`src/rtl/mac_window_accumulator.sv`:
```
// Sums each group of WINDOW valid results and queues the sums in a 2-entry FIFO.
// Latency: a window sum reaches out_valid one cycle after the edge that takes the window's last sample.
// Never stalls upstream; a sum that finds the FIFO full with no pop is dropped and drop_err is set.
package params;
  localparam int DATA_OUT_WIDTH = 16;
endpackage

module mac_window_accumulator #(
  parameter int DATA_OUT_WIDTH = params::DATA_OUT_WIDTH,
  parameter int ACC_WIDTH      = 18,
  parameter int WINDOW         = 4
) (
  input  logic                         clk,
  input  logic                         rst_n,
  input  logic                         clr,
  input  logic                         in_valid,
  input  logic [DATA_OUT_WIDTH-1:0]    in_data,
  output logic                         out_valid,
  input  logic                         out_ready,
  output logic [ACC_WIDTH-1:0]         out_data,
  output logic                         out_sat,
  output logic [$clog2(WINDOW)-1:0]    win_cnt,
  output logic                         drop_err
);

  localparam int                CNT_W   = $clog2(WINDOW);
  localparam logic [CNT_W-1:0]  LAST    = CNT_W'(WINDOW - 1);
  localparam logic [CNT_W-1:0]  CNT_ONE = CNT_W'(1);

  // Window accumulator state
  logic [ACC_WIDTH-1:0] r_acc;
  logic                 r_sat;
  logic [CNT_W-1:0]     r_win_cnt;

  // FIFO: the head entry doubles as the registered output, the tail holds the second entry
  logic [ACC_WIDTH-1:0] r_head_dat;
  logic                 r_head_sat;
  logic [ACC_WIDTH-1:0] r_tail_dat;
  logic                 r_tail_sat;
  logic [1:0]           r_count;
  logic                 r_drop_err;

  logic [ACC_WIDTH:0]   w_in_ext;
  logic [ACC_WIDTH:0]   w_sum;
  logic [ACC_WIDTH-1:0] w_sum_sat;
  logic                 w_sat_new;
  logic                 w_close;
  logic                 w_pop;
  logic                 w_full;

  assign w_in_ext  = {{(ACC_WIDTH + 1 - DATA_OUT_WIDTH){1'b0}}, in_data};
  assign w_sum     = {1'b0, r_acc} + w_in_ext;
  // A carry out of the accumulator width means the sum exceeded the representable maximum
  assign w_sum_sat = w_sum[ACC_WIDTH] ? {ACC_WIDTH{1'b1}} : w_sum[ACC_WIDTH-1:0];
  assign w_sat_new = r_sat | w_sum[ACC_WIDTH];
  assign w_close   = in_valid && (r_win_cnt == LAST);
  assign w_pop     = out_valid && out_ready;
  assign w_full    = (r_count == 2'd2);

  assign out_valid = (r_count != 2'd0);
  assign out_data  = r_head_dat;
  assign out_sat   = r_head_sat;
  assign win_cnt   = r_win_cnt;
  assign drop_err  = r_drop_err;

  // Accumulate valid samples; closing a window restarts the sum from zero
  always_ff @(posedge clk or negedge rst_n) begin
    if (!rst_n) begin
      r_acc     <= '0;
      r_sat     <= 1'b0;
      r_win_cnt <= '0;
    end else if (clr) begin
      r_acc     <= '0;
      r_sat     <= 1'b0;
      r_win_cnt <= '0;
    end else if (w_close) begin
      r_acc     <= '0;
      r_sat     <= 1'b0;
      r_win_cnt <= '0;
    end else if (in_valid) begin
      r_acc     <= w_sum_sat;
      r_sat     <= w_sat_new;
      r_win_cnt <= r_win_cnt + CNT_ONE;
    end
  end

  // FIFO update; a pop frees a slot before the push is considered, so full+pop+push keeps all data
  always_ff @(posedge clk or negedge rst_n) begin
    if (!rst_n) begin
      r_head_dat <= '0;
      r_head_sat <= 1'b0;
      r_tail_dat <= '0;
      r_tail_sat <= 1'b0;
      r_count    <= 2'd0;
      r_drop_err <= 1'b0;
    end else if (clr) begin
      r_head_dat <= '0;
      r_head_sat <= 1'b0;
      r_tail_dat <= '0;
      r_tail_sat <= 1'b0;
      r_count    <= 2'd0;
      r_drop_err <= 1'b0;
    end else begin
      case (r_count)
        2'd0: begin
          if (w_close) begin
            r_head_dat <= w_sum_sat;
            r_head_sat <= w_sat_new;
            r_count    <= 2'd1;
          end
        end
        2'd1: begin
          if (w_close && w_pop) begin
            r_head_dat <= w_sum_sat;
            r_head_sat <= w_sat_new;
          end else if (w_close) begin
            r_tail_dat <= w_sum_sat;
            r_tail_sat <= w_sat_new;
            r_count    <= 2'd2;
          end else if (w_pop) begin
            r_count    <= 2'd0;
          end
        end
        default: begin
          if (w_pop) begin
            r_head_dat <= r_tail_dat;
            r_head_sat <= r_tail_sat;
            if (w_close) begin
              r_tail_dat <= w_sum_sat;
              r_tail_sat <= w_sat_new;
            end else begin
              r_count    <= 2'd1;
            end
          end
        end
      endcase
      if (w_close && w_full && !w_pop) begin
        r_drop_err <= 1'b1;
      end
    end
  end

endmodule

```
`config.mk`:
```
export PLATFORM = sky130hd
export DESIGN_NAME = mac_window_accumulator
export DESIGN_NICKNAME = d
export VERILOG_FILES = /design/src/rtl/mac_window_accumulator.sv
export SDC_FILE = /design/constraint.sdc
export NUM_CORES = 1
export LEC_CHECK = 0
export ABC_AREA = 1
export CORE_UTILIZATION = 56
export CTS_CLUSTER_SIZE = 8
export DETAILED_ROUTE_END_ITERATION = 10
export GPL_ROUTABILITY_DRIVEN = 0
export PLACE_DENSITY = 0.87
export SKIP_CTS_REPAIR_TIMING = 1
export SYNTH_ARGS = -nofsm -noshare
export SYNTH_HDL_FRONTEND = slang
export SYNTH_SLANG_ARGS = --single-unit
```
`constraint.sdc`:
```
create_clock -name clk -period 2.55 [get_ports clk]
set_input_delay 0.51 -clock clk [delete_from_list [all_inputs] [get_ports clk]]
set_output_delay 0.51 -clock clk [all_outputs]
set_load 0.05 [all_outputs]
```
==> results.txt, run 1 <==
- Critical path capture point type: flip-flop
- For this configuration, the core starts out at a cell density of approximately 59%.
- Setup skew after layout: between 0.01 and 0.015 ns
- Data arrival time of the critical path: between 2 and 3 ns
* H-tree levels: 3
- The share of the Yosys chip area taken by registers is between 40 and 50%.
* Areal power density over the cells: around 750 mW/mm2
- Sum of negative setup slack: 0 ns
* Maximum buffer depth of the clock tree: 2
- For this run, asynchronously set or reset flops after synthesis account for 100%.
- Critical Setup Path Class: primary input to flip-flop
- Sum of overflow across all layers after global routing: 0
* Post-synthesis to final-layout area growth: 21.8%
- CTS Sinks: 62
- For this run, the post-layout net count is 622.
- Internal power comes to just over 2 mW.
- The initial antenna violation count is 0.
* Clock group share of total power: 22.2%
* Combinational fraction of design power: 40.4%
* Most used cell, CP: sky130_fd_sc_hd__nand3_1
- The analysis attributes to cell leakage a power of around 2.4 nW.
- Slew at the pin closest to its max-slew limit: a little under 0.8 ns
- On the worst path, the slowest cell contributes a delay of 0.43 ns.
- The total count of max-transition violations in the final report was 0.
- Reg2reg path depth: 10
* Cells traversed along the worst timing path: clkdlybuf4s50_1, ha_1, fa_1, nand3_1, nand3_1, nand2_1, nand2_2, buf_4, nor3_1, o21ai_1
- Crit path required time: between 2 and 3 ns
* Switching share of power: roughly 40%
- In this run the worst path has a maximum fanout of 19.
- Average instance area after synthesis: approximately 7.3 um2
- Fin Hold WS: 0.326 ns
* Run status: complete, but fails checks
- Entering global routing, the biggest net connects 63 pins.
- After floorplanning, the core was sized to cover about 0.0064 mm2.
* Via count normalized by instance count: about 6
- Count of endpoints failing setup in the final report: 0
- Gate Count Post-Synth: 517
* Remaining antenna violation count: 0
* Clock insertion delay at the later pin of the skew report: between 0.3 and 0.4 ns
* Overall die width: around 84 um
* YS warnings: 0
- After detailed routing, the number of remaining DRC violations is 6.
- TritonCTS built the clock tree.
- Setup slack on the critical path of the routed design comes to 0.162 ns.
- Headroom to the max-slew limit came out at between 40% and 50%.
* Maximum clock rate: between 400 and 500 MHz
- STA classifies the critical path startpoint as a primary input.
- OpenSTA, run right after detailed placement, puts the worst setup slack at -0.156 ns.
* Final critical path time including I/O delays and setup: around 2.4 ns
* Top Ports: 44
- Share of layout cells above drive strength 1: 10.6%
* Vias in the first global route: between 3k and 4k
* Worst-path clk slew: ~0.060 ns
- Counting flops with a built-in enable in the synthesized netlist gives 0.
* Part of the total power dissipated in sequential elements: a little under two fifths
- Power spent charging and discharging nets: 1.38 mW
- The first TritonRoute pass finished after 8 iterations.
- Among all stages on the critical path, the largest delay is contributed by sky130_fd_sc_hd__fa_1.
* Violated checks: design-rule violations
- The final hold violation count is 0.
- Max-cap violations in this run came to 0.
- Most frequently used flop master after synthesis: sky130_fd_sc_hd__dfrtp_1
* Number of buffers inserted by port buffering: 43
- The critical path starts at in_data[0].
- In the global route stage, overall resource usage came out at roughly a third.
- Final HPWL from detailed placement: roughly 7500 um
- In this run, CTS created clock tree buffers numbering 9.
- In this run the critical register-to-register path is launched from r_acc[6].
- Mapped cell area: about 0.0038 mm2
- Across all layers, the routed design uses roughly 4k vias.
* Drt initial violations: approximately 340
- The floorplan has 29 rows.
- RSZ-0062 raised after global routing: false
- Height of the die: 84.1 um
- The min-delay analysis places its worst path in the category primary input to asynchronous set/reset pin.
- The tree is rooted in a sky130_fd_sc_hd__clkbuf_8.
- Number of flip-flops and latches in the synthesized netlist: 62
* Worst supply voltage drop on vdd: roughly 560 uV
* Number of library cell types mapped by synthesis: 29
- Global-route wire length before repair: 17500 um
- Final routed wire length divided by cell count: 15.8 um
- Final period utilization: a little over nine tenths
- Detailed Route WL: between 10000 and 15000 um
- Net count of the mapped netlist: 556
* Overall die area: 0.00708 mm2
* Number of diodes: 0
routing by layer:
| layer | share of wire, % | wire length [um] | track usage (%) | vias to the layer above |
|---|---|---|---|---|
| li1 | - | - | - | 1840 |
| met1 | 40 | 4230 | 40.1 | 1796 |
| met2 | 47 | 4900 | 53.1 | 227 |
| met3 | 9.6 | 1000 | 6.73 | 40 |
| met4 | 3.1 | 327 | 14.3 | 0 |
| met5 | 0 | 0 | 0 | - |
cell usage after synthesis, types with 2 or more instances:
cell / instances / area [um2]
sky130_fd_sc_hd__or2_2: 3 / 18.8
sky130_fd_sc_hd__nor2_4: 3 / 33.8
sky130_fd_sc_hd__nand2_2: 3 / 18.8
sky130_fd_sc_hd__clkbuf_1: 7 / 26.3
sky130_fd_sc_hd__xor2_1: 7 / 61.3
sky130_fd_sc_hd__inv_1: 55 / 206
sky130_fd_sc_hd__nand4_1: 7 / 43.8
sky130_fd_sc_hd__o21ai_1: 12 / 60.1
sky130_fd_sc_hd__ha_1: 17 / 213
sky130_fd_sc_hd__dfrtp_1: 62 / 1550
sky130_fd_sc_hd__nor2_1: 36 / 135
sky130_fd_sc_hd__o21ai_0: 44 / 220
sky130_fd_sc_hd__buf_4: 4 / 30.0
sky130_fd_sc_hd__nor3_1: 12 / 60.1
sky130_fd_sc_hd__o22ai_1: 10 / 62.6
sky130_fd_sc_hd__inv_2: 3 / 11.3
sky130_fd_sc_hd__and2_1: 2 / 12.5
sky130_fd_sc_hd__buf_2: 4 / 20.0
sky130_fd_sc_hd__a21oi_1: 26 / 130
sky130_fd_sc_hd__nand2_1: 144 / 541
sky130_fd_sc_hd__nand3_1: 48 / 240
final cells by class:
| class | count | area, um2 |
|---|---|---|
| clock buffers | 11 | 151 |
| clock inverters | 4 | 22.5 |
| fillers | 497 | 1820 |
| inverters | 58 | 218 |
| multi-input cells | 380 | 1920 |
| flip-flops and latches | 62 | 1550 |
| well taps | 77 | 96.3 |
| repair buffers | 72 | 641 |
layout by cell type (no fill, tap or decap), types with 7 or more instances in the layout:
| cell type | count |
|---|---|
| sky130_fd_sc_hd__nand2_1 | 144 |
| sky130_fd_sc_hd__dfrtp_1 | 62 |
| sky130_fd_sc_hd__inv_1 | 55 |
| sky130_fd_sc_hd__nand3_1 | 48 |
| sky130_fd_sc_hd__o21ai_0 | 43 |
| sky130_fd_sc_hd__clkdlybuf4s50_1 | 41 |
| sky130_fd_sc_hd__nor2_1 | 36 |
| sky130_fd_sc_hd__buf_4 | 30 |
| sky130_fd_sc_hd__a21oi_1 | 25 |
| sky130_fd_sc_hd__ha_1 | 17 |
| sky130_fd_sc_hd__o21ai_1 | 13 |
| sky130_fd_sc_hd__nor3_1 | 12 |
| sky130_fd_sc_hd__clkbuf_8 | 11 |
| sky130_fd_sc_hd__o22ai_1 | 10 |
| sky130_fd_sc_hd__xor2_1 | 7 |
| sky130_fd_sc_hd__nand4_1 | 7 |
registers in the layout, indices dropped and copies added (netlist names):
signal and flops:
out_data 18, r_acc 18, r_tail_dat 18, r_count 2, win_cnt 2, drop_err 1, out_sat 1, r_sat 1
r_tail_sat 1
metrics by stage:
stage | utilization [%] | cells | power [mW] | area [um2]
2_1_floorplan | - | 517 | 2.16 | 3780
3_3_place_gp | 68.8 | 649 | 2.60 | 4420
3_5_place_dp | 68.8 | 649 | 2.64 | 4420
4_1_cts | 71.6 | 664 | 3.42 | 4600
5_1_grt | 71.6 | 664 | 3.63 | 4600
6_report | 71.6 | 664 | 3.43 | 4600
critical path, delay by kind of cell:
| kind | cells | cell delay, ns |
|---|---|---|
| fa+ha+maj | 2 | 0.67 |
| simple gates | 5 | 0.66 |
| buf+inv | 2 | 0.62 |
| compound gates | 1 | 0.13 |
worst paths after layout:
| check | endpoint | slack (ns) |
|---|---|---|
| min | out_data[0] | 0.33 |
| max reg2reg | r_acc[1] | 0.33 |
| min reg2reg | out_data[15] | 0.48 |
| min in group clk | out_data[15] | 0.48 |
| max | out_data[8] | 0.16 |
| max in group asynchronous | r_tail_dat[2] | 1.71 |
power groups by stage:
stage	Sequential [mW]	Combinational [mW]	Clock, mW
after global routing	1.30	1.51	0.816
after global placement	1.28	1.31	0
after CTS	1.28	1.37	0.774
after detailed placement	1.29	1.35	0
after floorplan	1.50	0.661	0
final	1.28	1.39	0.764
cell families after synthesis:
family                     share of synthesized area [%]
AOI/OAI and AO/OA                                   13.3
xor gates and xnor gates                            1.86
adders and majority gates                           6.16
buffers and inverters                               8.18
DFF                                                 41.1
and+or+nand+nor                                     29.4
(Power assumes the default switching activity.)
==> run 2: changes to the inputs <==
--- a/config.mk
+++ b/config.mk
@@ -10,6 +10,7 @@
 export CTS_CLUSTER_SIZE = 8
 export DETAILED_ROUTE_END_ITERATION = 10
 export GPL_ROUTABILITY_DRIVEN = 0
+export MAX_ROUTING_LAYER = met4
 export PLACE_DENSITY = 0.87
 export SKIP_CTS_REPAIR_TIMING = 1
 export SYNTH_ARGS = -nofsm -noshare
==> results.txt, run 2 (synthesized netlist as in run 1, its figures left out) <==
* Run status: complete, but fails checks (unchanged)
- Violated checks: design-rule violations (unchanged).
- Maximum clock rate: 413 MHz (was 419 MHz)
* Remaining antenna violation count: 0 (unchanged)
- The count of routing violations after the opening detailed-route iteration was 337 (was 335).
- The total count of max-transition violations in the final report came to 0 (unchanged).
- The post-layout utilization of the core came to 71.6% (about the same).
- The pin slew with the least headroom to its limit is 0.765 ns (was 0.774 ns).
* Flop-to-flop setup slack: 0.33 ns (about the same)
- The fraction of layout instances using a drive strength above 1 is 10.4% (was 10.6%).
- Final period utilization: 94.9% (was 93.6%)
- The final setup violation count was 0 (unchanged).
- Final critical path time including I/O delays and setup: 2.42 ns (was 2.39 ns)
- The die outline height was 84.1 um (unchanged).
- Number of rows in the core area: 29 (unchanged)
- Worst supply voltage drop on vdd: 561 uV (was 558 uV)
- The clock share of power came to 22.2% (about the same).
- The level count of the clock H-tree came to 3 (unchanged).
- Critical path capture point type: flip-flop (unchanged)
* Post-Place Cells: 649 (unchanged)
- Crit path required time: 2.77 ns (was 2.75 ns)
- Max-cap viol count: 0 (unchanged)
* Leakage power total: 2.36 nW (about the same)
- Sum of negative setup slack: 0 ns (unchanged)
- Vias in the first global route: 3743 (was 3750)
* Overall die area: 0.00708 mm2 (unchanged)
- Reg2reg path depth: 11 (was 10)
- Final HPWL from detailed placement: 7470 um (unchanged)
- Maximum buffer depth of the clock tree: 2 (unchanged)
- RSZ-0062 raised after global routing: false (unchanged)
* Register cell area after layout: 0.00155 mm2 (unchanged)
* Largest net degree at the start of global routing: 63 (unchanged)
- Initial Util: 58.8% (unchanged)
- Setup skew after layout: 0.00925 ns (was 0.0109 ns)
- Count of TritonRoute iterations in the first routing pass: 9 (was 8)
- Worst-path clk slew: 0.07 ns (was 0.06 ns)
* Top Ports: 44 (unchanged)
- Type of origin of the critical path: primary input (unchanged)
- The area of combinational cells with multiple inputs came to 0.00192 mm2 (about the same).
- The vias per cell was 5.92 (was 5.88).
- The CTS tree is built (unchanged).
- Crit Path Max Fanout: 5 (was 19)
- Final routed wire length divided by cell count: 15.7 um (was 15.8 um)
* Part of the total power dissipated in sequential elements: 37.4% (about the same)
* Number of nets in the finished design: 622 (unchanged)
- The core footprint is 0.00642 mm2 (unchanged).
* CTS Sinks: 62 (unchanged)
- Clock buffer count from CTS: 9 (unchanged)
- The cell at the root of the clock tree was sky130_fd_sc_hd__clkbuf_8 (unchanged).
- Overall die width: 84.1 um (unchanged)
- The combinational power share was 40.3% (was 40.4%).
- The fraction of power spent switching nets is 40.3% (about the same).
- Sum of overflow across all layers after global routing: 0 (unchanged)
* Global-route wire length before repair: 17500 um (about the same)
- Total number of vias: 3928 (was 3903)
- The initial antenna violation count is 0 (unchanged).
- Commonest cells after routing, fill and taps aside: sky130_fd_sc_hd__nand2_1 (144), sky130_fd_sc_hd__dfrtp_1 (62), sky130_fd_sc_hd__inv_1 (55) (unchanged)
* Power spent charging and discharging nets: 1.38 mW (about the same)
- The data arrival time of the critical path is 2.64 ns (was 2.59 ns).
- Clock insertion delay at the later pin of the skew report: 0.34 ns (about the same)
- Hold Fails Final Rpt: 0 (unchanged)
- Normalized max-slew margin: 49.0% (was 48.4%)
- The total global routing track utilization was 32.8% (was 31.8%).
* Detailed Route WL: 10400 um (was 10500 um)
- The number of I/O port buffers came to 43 (unchanged).
- Critical Setup Path Class: primary input to flip-flop (unchanged)
- Worst reg2reg startpoint: r_acc[8] (was r_acc[6])
- The leading cell type in the layout, fill and taps excluded was sky130_fd_sc_hd__nand2_1 (unchanged).
- Number of diodes: 0 (unchanged)
- The area growth from synthesis to final layout was 21.7% (was 21.8%).
- The class of the most critical hold timing path is primary input to asynchronous set/reset pin (unchanged).
- The internal power contribution is 2.05 mW (about the same).
- Filler cell count in the final layout: 498 (was 497)
- DRC violation count after routing: 6 (unchanged)
- Non-filler cells, final: 664 (unchanged)
* Areal power density over the cells: 747 mW/mm2 (about the same)
- R2R Path End: out_data[2] (was r_acc[1])
==> run 2: cell counts in the layout (fill, tap and decap cells not counted) <==
Identical to the previous run, type by type.
==> run 2: worst max path at each step <==
| stage | endpoint | cells after the start | slack, ns | from |
|---|---|---|---|---|
| 4_1_cts | out_data[2] | 11 | 0.16 | in_data[0] |
| 3_3_place_gp | out_data[2] | 11 | -0.13 | in_data[0] |
| 5_1_grt | out_data[2] | 11 | 0.03 | in_data[0] |
| 3_5_place_dp | out_data[2] | 11 | -0.16 | in_data[0] |
| 2_1_floorplan | out_data[11] | 11 | 0.51 | in_data[0] |
| 6_report | out_data[2] | 11 | 0.13 | in_data[0] |
==> run 2: worst max-delay path, stage by stage <==
cell and delay [ns]:
sky130_fd_sc_hd__clkdlybuf4s50_1 0.40, sky130_fd_sc_hd__ha_1 0.24, sky130_fd_sc_hd__fa_1 0.43, sky130_fd_sc_hd__nand3_1 0.12, sky130_fd_sc_hd__nand3_1 0.13, sky130_fd_sc_hd__nand2_1 0.10
sky130_fd_sc_hd__nand2_2 0.09, sky130_fd_sc_hd__a21oi_1 0.38, sky130_fd_sc_hd__nand2_1 0.10, sky130_fd_sc_hd__nand2_1 0.08, sky130_fd_sc_hd__nand2_1 0.06
==> run 2: per-layer routing <==
metal | share of wire, % | global-route usage (%)
met3 | 8.9 | 6.03
met1 | 41 | 40.6
met5 | 0 | -
met2 | 47 | 53.1
met4 | 3.2 | 13.9
==> run 2: stage by stage <==
step                worst slack, ns  area [um2]  hold slack [ns]  power (mW)
CTS                           0.161        4600            0.355        3.42
global placement             -0.129        4420            0.467        2.60
global route                 0.0274        4600            0.385        3.62
floorplan                     0.514        3780            0.214        2.16
finish                        0.131        4600            0.318        3.43
detailed placement           -0.156        4420            0.465        2.64
==> run 2: power groups by stage <==
stage	clock (mW)	sequential, mW	combinational, mW
2_1_floorplan	0	1.50	0.661
3_3_place_gp	0	1.28	1.31
3_5_place_dp	0	1.29	1.35
4_1_cts	0.774	1.28	1.37
5_1_grt	0.816	1.30	1.51
6_report	0.763	1.28	1.38
==> run 2: cell type report <==
cell class | instances | area share, %
Timing Repair Buffer | 72 | 13.9
Clock inverter | 4 | 0.490
Sequential cell | 62 | 33.8
Tap cell | 77 | 2.10
Multi-Input combinational cell | 380 | 41.7
Clock buffer | 11 | 3.29
Inverter | 58 | 4.74
==> run 3: changes to the inputs <==
--- a/config.mk
+++ b/config.mk
@@ -6,13 +6,14 @@
 export NUM_CORES = 1
 export LEC_CHECK = 0
 export ABC_AREA = 1
-export CORE_UTILIZATION = 56
+export CORE_UTILIZATION = 39
 export CTS_CLUSTER_SIZE = 8
 export DETAILED_ROUTE_END_ITERATION = 10
 export GPL_ROUTABILITY_DRIVEN = 0
 export MAX_ROUTING_LAYER = met4
-export PLACE_DENSITY = 0.87
+export PLACE_DENSITY = 0.66
 export SKIP_CTS_REPAIR_TIMING = 1
+export SLEW_MARGIN = 15
 export SYNTH_ARGS = -nofsm -noshare
 export SYNTH_HDL_FRONTEND = slang
 export SYNTH_SLANG_ARGS = --single-unit
==> results.txt, run 3 (synthesized netlist as in run 1, its figures left out) <==
* Final HPWL from detailed placement: 7860 um (was 7470 um)
* Critical path capture point type: flip-flop (unchanged)
- Placement Cell Area: 0.00461 mm2 (was 0.00442 mm2)
* Top Ports: 44 (unchanged)
* Filler cell count in the final layout: 927 (was 498)
* Global-route wire length before repair: 17500 um (unchanged)
- Number of diodes: 0 (unchanged)
- Initial antenna violation count: 0 (unchanged)
- The placed cell count is 718 (was 649).
- The worst-path maximum fanout was 10 (was 5).
- Area used by multi-input combinational logic: 0.00192 mm2 (unchanged)
* Clock tree from TritonCTS: built (unchanged)
- Data arrival time of the critical path: 2.63 ns (was 2.64 ns)
- Sum of overflow across all layers after global routing: 0 (unchanged)
- Run status: complete, no violations (was complete, but fails checks)
- Initial Util: 40.5% (was 58.8%)
- The number of I/O port buffers is 43 (unchanged).
- Worst-path clk slew: 0.07 ns (about the same)
* Final critical path time including I/O delays and setup: 2.39 ns (was 2.42 ns)
- Remaining antenna violation count: 0 (unchanged)
- Number of rows in the core area: 35 (was 29)
* Worst supply voltage drop on vdd: 352 uV (was 561 uV)
- CTS Sinks: 62 (unchanged)
- The wire length per cell after detailed routing came to 14.2 um (was 15.7 um).
* DRC violation count after routing: 0 (was 6)
- H-tree levels: 3 (unchanged)
* Number of nets in the finished design: 639 (was 622)
* Drt initial violations: 185 (was 337)
* Type of origin of the critical path: primary input (unchanged)
- Number of max-slew violations in the final report: 0 (unchanged)
- Height of the die: 100 um (was 84.1 um)
* Hold Fails Final Rpt: 0 (unchanged)
* Maximum clock rate: 419 MHz (was 413 MHz)
* Critical Setup Path Class: primary input to flip-flop (unchanged)
* Crit path required time: 2.79 ns (was 2.77 ns)
- Launching instance or port of the critical path: in_data[11] (was in_data[0])
- The vias per cell is 5.11 (was 5.92).
* Largest net degree at the start of global routing: 63 (unchanged)
* Classification of the worst-slack hold path: primary input to asynchronous set/reset pin (unchanged)
- The overall routed net length is 10400 um (about the same).
* Max-cap viol count: 0 (unchanged)
- Normalized max-slew margin: 47.1% (was 49.0%)
* Register cell area after layout: 0.00155 mm2 (unchanged)
- The final cell count without fillers was 734 (was 664).
* Count of TritonRoute iterations in the first routing pass: 4 (was 9)
* Worst reg2reg startpoint: r_acc[11] (was r_acc[8])
* Areal power density over the cells: 744 mW/mm2 (was 747 mW/mm2)
* Vias in the first global route: 3737 (was 3743)
- Commonest non-fill, non-tap cell in the layout: sky130_fd_sc_hd__nand2_1 (unchanged)
- The leakage power total was 2.46 nW (was 2.36 nW).
* Core occupancy in the finished layout: 51.7% (was 71.6%)
- The final critical-path share of the clock period is 93.6% (was 94.9%).
* Commonest cells after routing, fill and taps aside: sky130_fd_sc_hd__nand2_1 (144), sky130_fd_sc_hd__dfrtp_1 (62), sky130_fd_sc_hd__inv_1 (55) (unchanged)
- The area growth from synthesis to final layout was 27.7% (was 21.7%).
- The fraction of layout instances using a drive strength above 1 was 13.1% (was 10.4%).
- The detailed-route via count is 3749 (was 3928).
- The cell at the root of the clock tree was sky130_fd_sc_hd__clkbuf_8 (unchanged).
- Clock buffer count from CTS: 9 (unchanged)
- Overall die width: 100 um (was 84.1 um)
- The full die area is 0.0101 mm2 (was 0.00708 mm2).
* Maximum buffer depth of the clock tree: 2 (unchanged)
* Finished layout cell area: 0.00482 mm2 (was 0.00460 mm2)
* Total Routing Usage GR: 23.0% (was 32.8%)
* Power, Total: 3.59 mW (was 3.43 mW)
* Slew at the pin closest to its max-slew limit: 0.794 ns (was 0.765 ns)
- The core footprint was 0.00933 mm2 (was 0.00642 mm2).
- Count of endpoints failing setup in the final report: 0 (unchanged)
* RSZ-0062 raised after global routing: false (unchanged)
- Clock insertion delay at the later pin of the skew report: 0.35 ns (was 0.34 ns)
- Setup skew after layout: 0.0132 ns (was 0.00925 ns)
-- run 3: final timing paths --
path,to,cells past startpoint,slack [ns]
max reg2reg,out_data[2],11,0.39
min in group clk,out_data[13],2,0.48
max in group asynchronous,out_data[2],2,1.70
min,out_data[5],2,0.31
max,out_data[2],12,0.16
min reg2reg,out_data[13],2,0.48
-- run 3: cell type report --
cell class | count | area share [%]
Multi-Input combinational cell | 380 | 39.7
Sequential cell | 62 | 32.2
Tap cell | 129 | 3.35
Clock buffer | 11 | 3.14
Inverter | 58 | 4.51
Clock inverter | 5 | 1.17
Timing Repair Buffer | 89 | 15.9
-- run 3: metrics by stage --
step / setup WS (ns) / setup TNS (ns) / hold slack [ns]
floorplan: 0.514 / 0 / 0.214
global placement: -0.159 / -3.88 / 0.467
detailed placement: -0.180 / -4.86 / 0.470
CTS: 0.182 / 0 / 0.355
global route: 0.0193 / 0 / 0.379
finish: 0.162 / 0 / 0.315
-- run 3: where the power goes --
group          switching, mW  internal (mW)
clock                  0.413          0.505
combinational          0.876          0.520
sequential             0.107           1.17
-- run 3: per-layer routing --
metal / share of wire, % / global-route usage, %
met5: 0 / -
met4: 2.8 / 10.8
met3: 4.3 / 3.83
met2: 46 / 35.8
met1: 47 / 29.4
-- run 3: critical path, stage by stage --
cell,delay [ns]
sky130_fd_sc_hd__clkdlybuf4s50_1,0.43
sky130_fd_sc_hd__ha_1,0.39
sky130_fd_sc_hd__a21oi_1,0.21
sky130_fd_sc_hd__o21ai_0,0.16
sky130_fd_sc_hd__nand2_1,0.09
sky130_fd_sc_hd__nand2_1,0.10
sky130_fd_sc_hd__inv_1,0.08
sky130_fd_sc_hd__nand2_2,0.15
sky130_fd_sc_hd__a21oi_1,0.31
sky130_fd_sc_hd__nand2_1,0.08
sky130_fd_sc_hd__nand2_1,0.06
sky130_fd_sc_hd__nand2_1,0.04
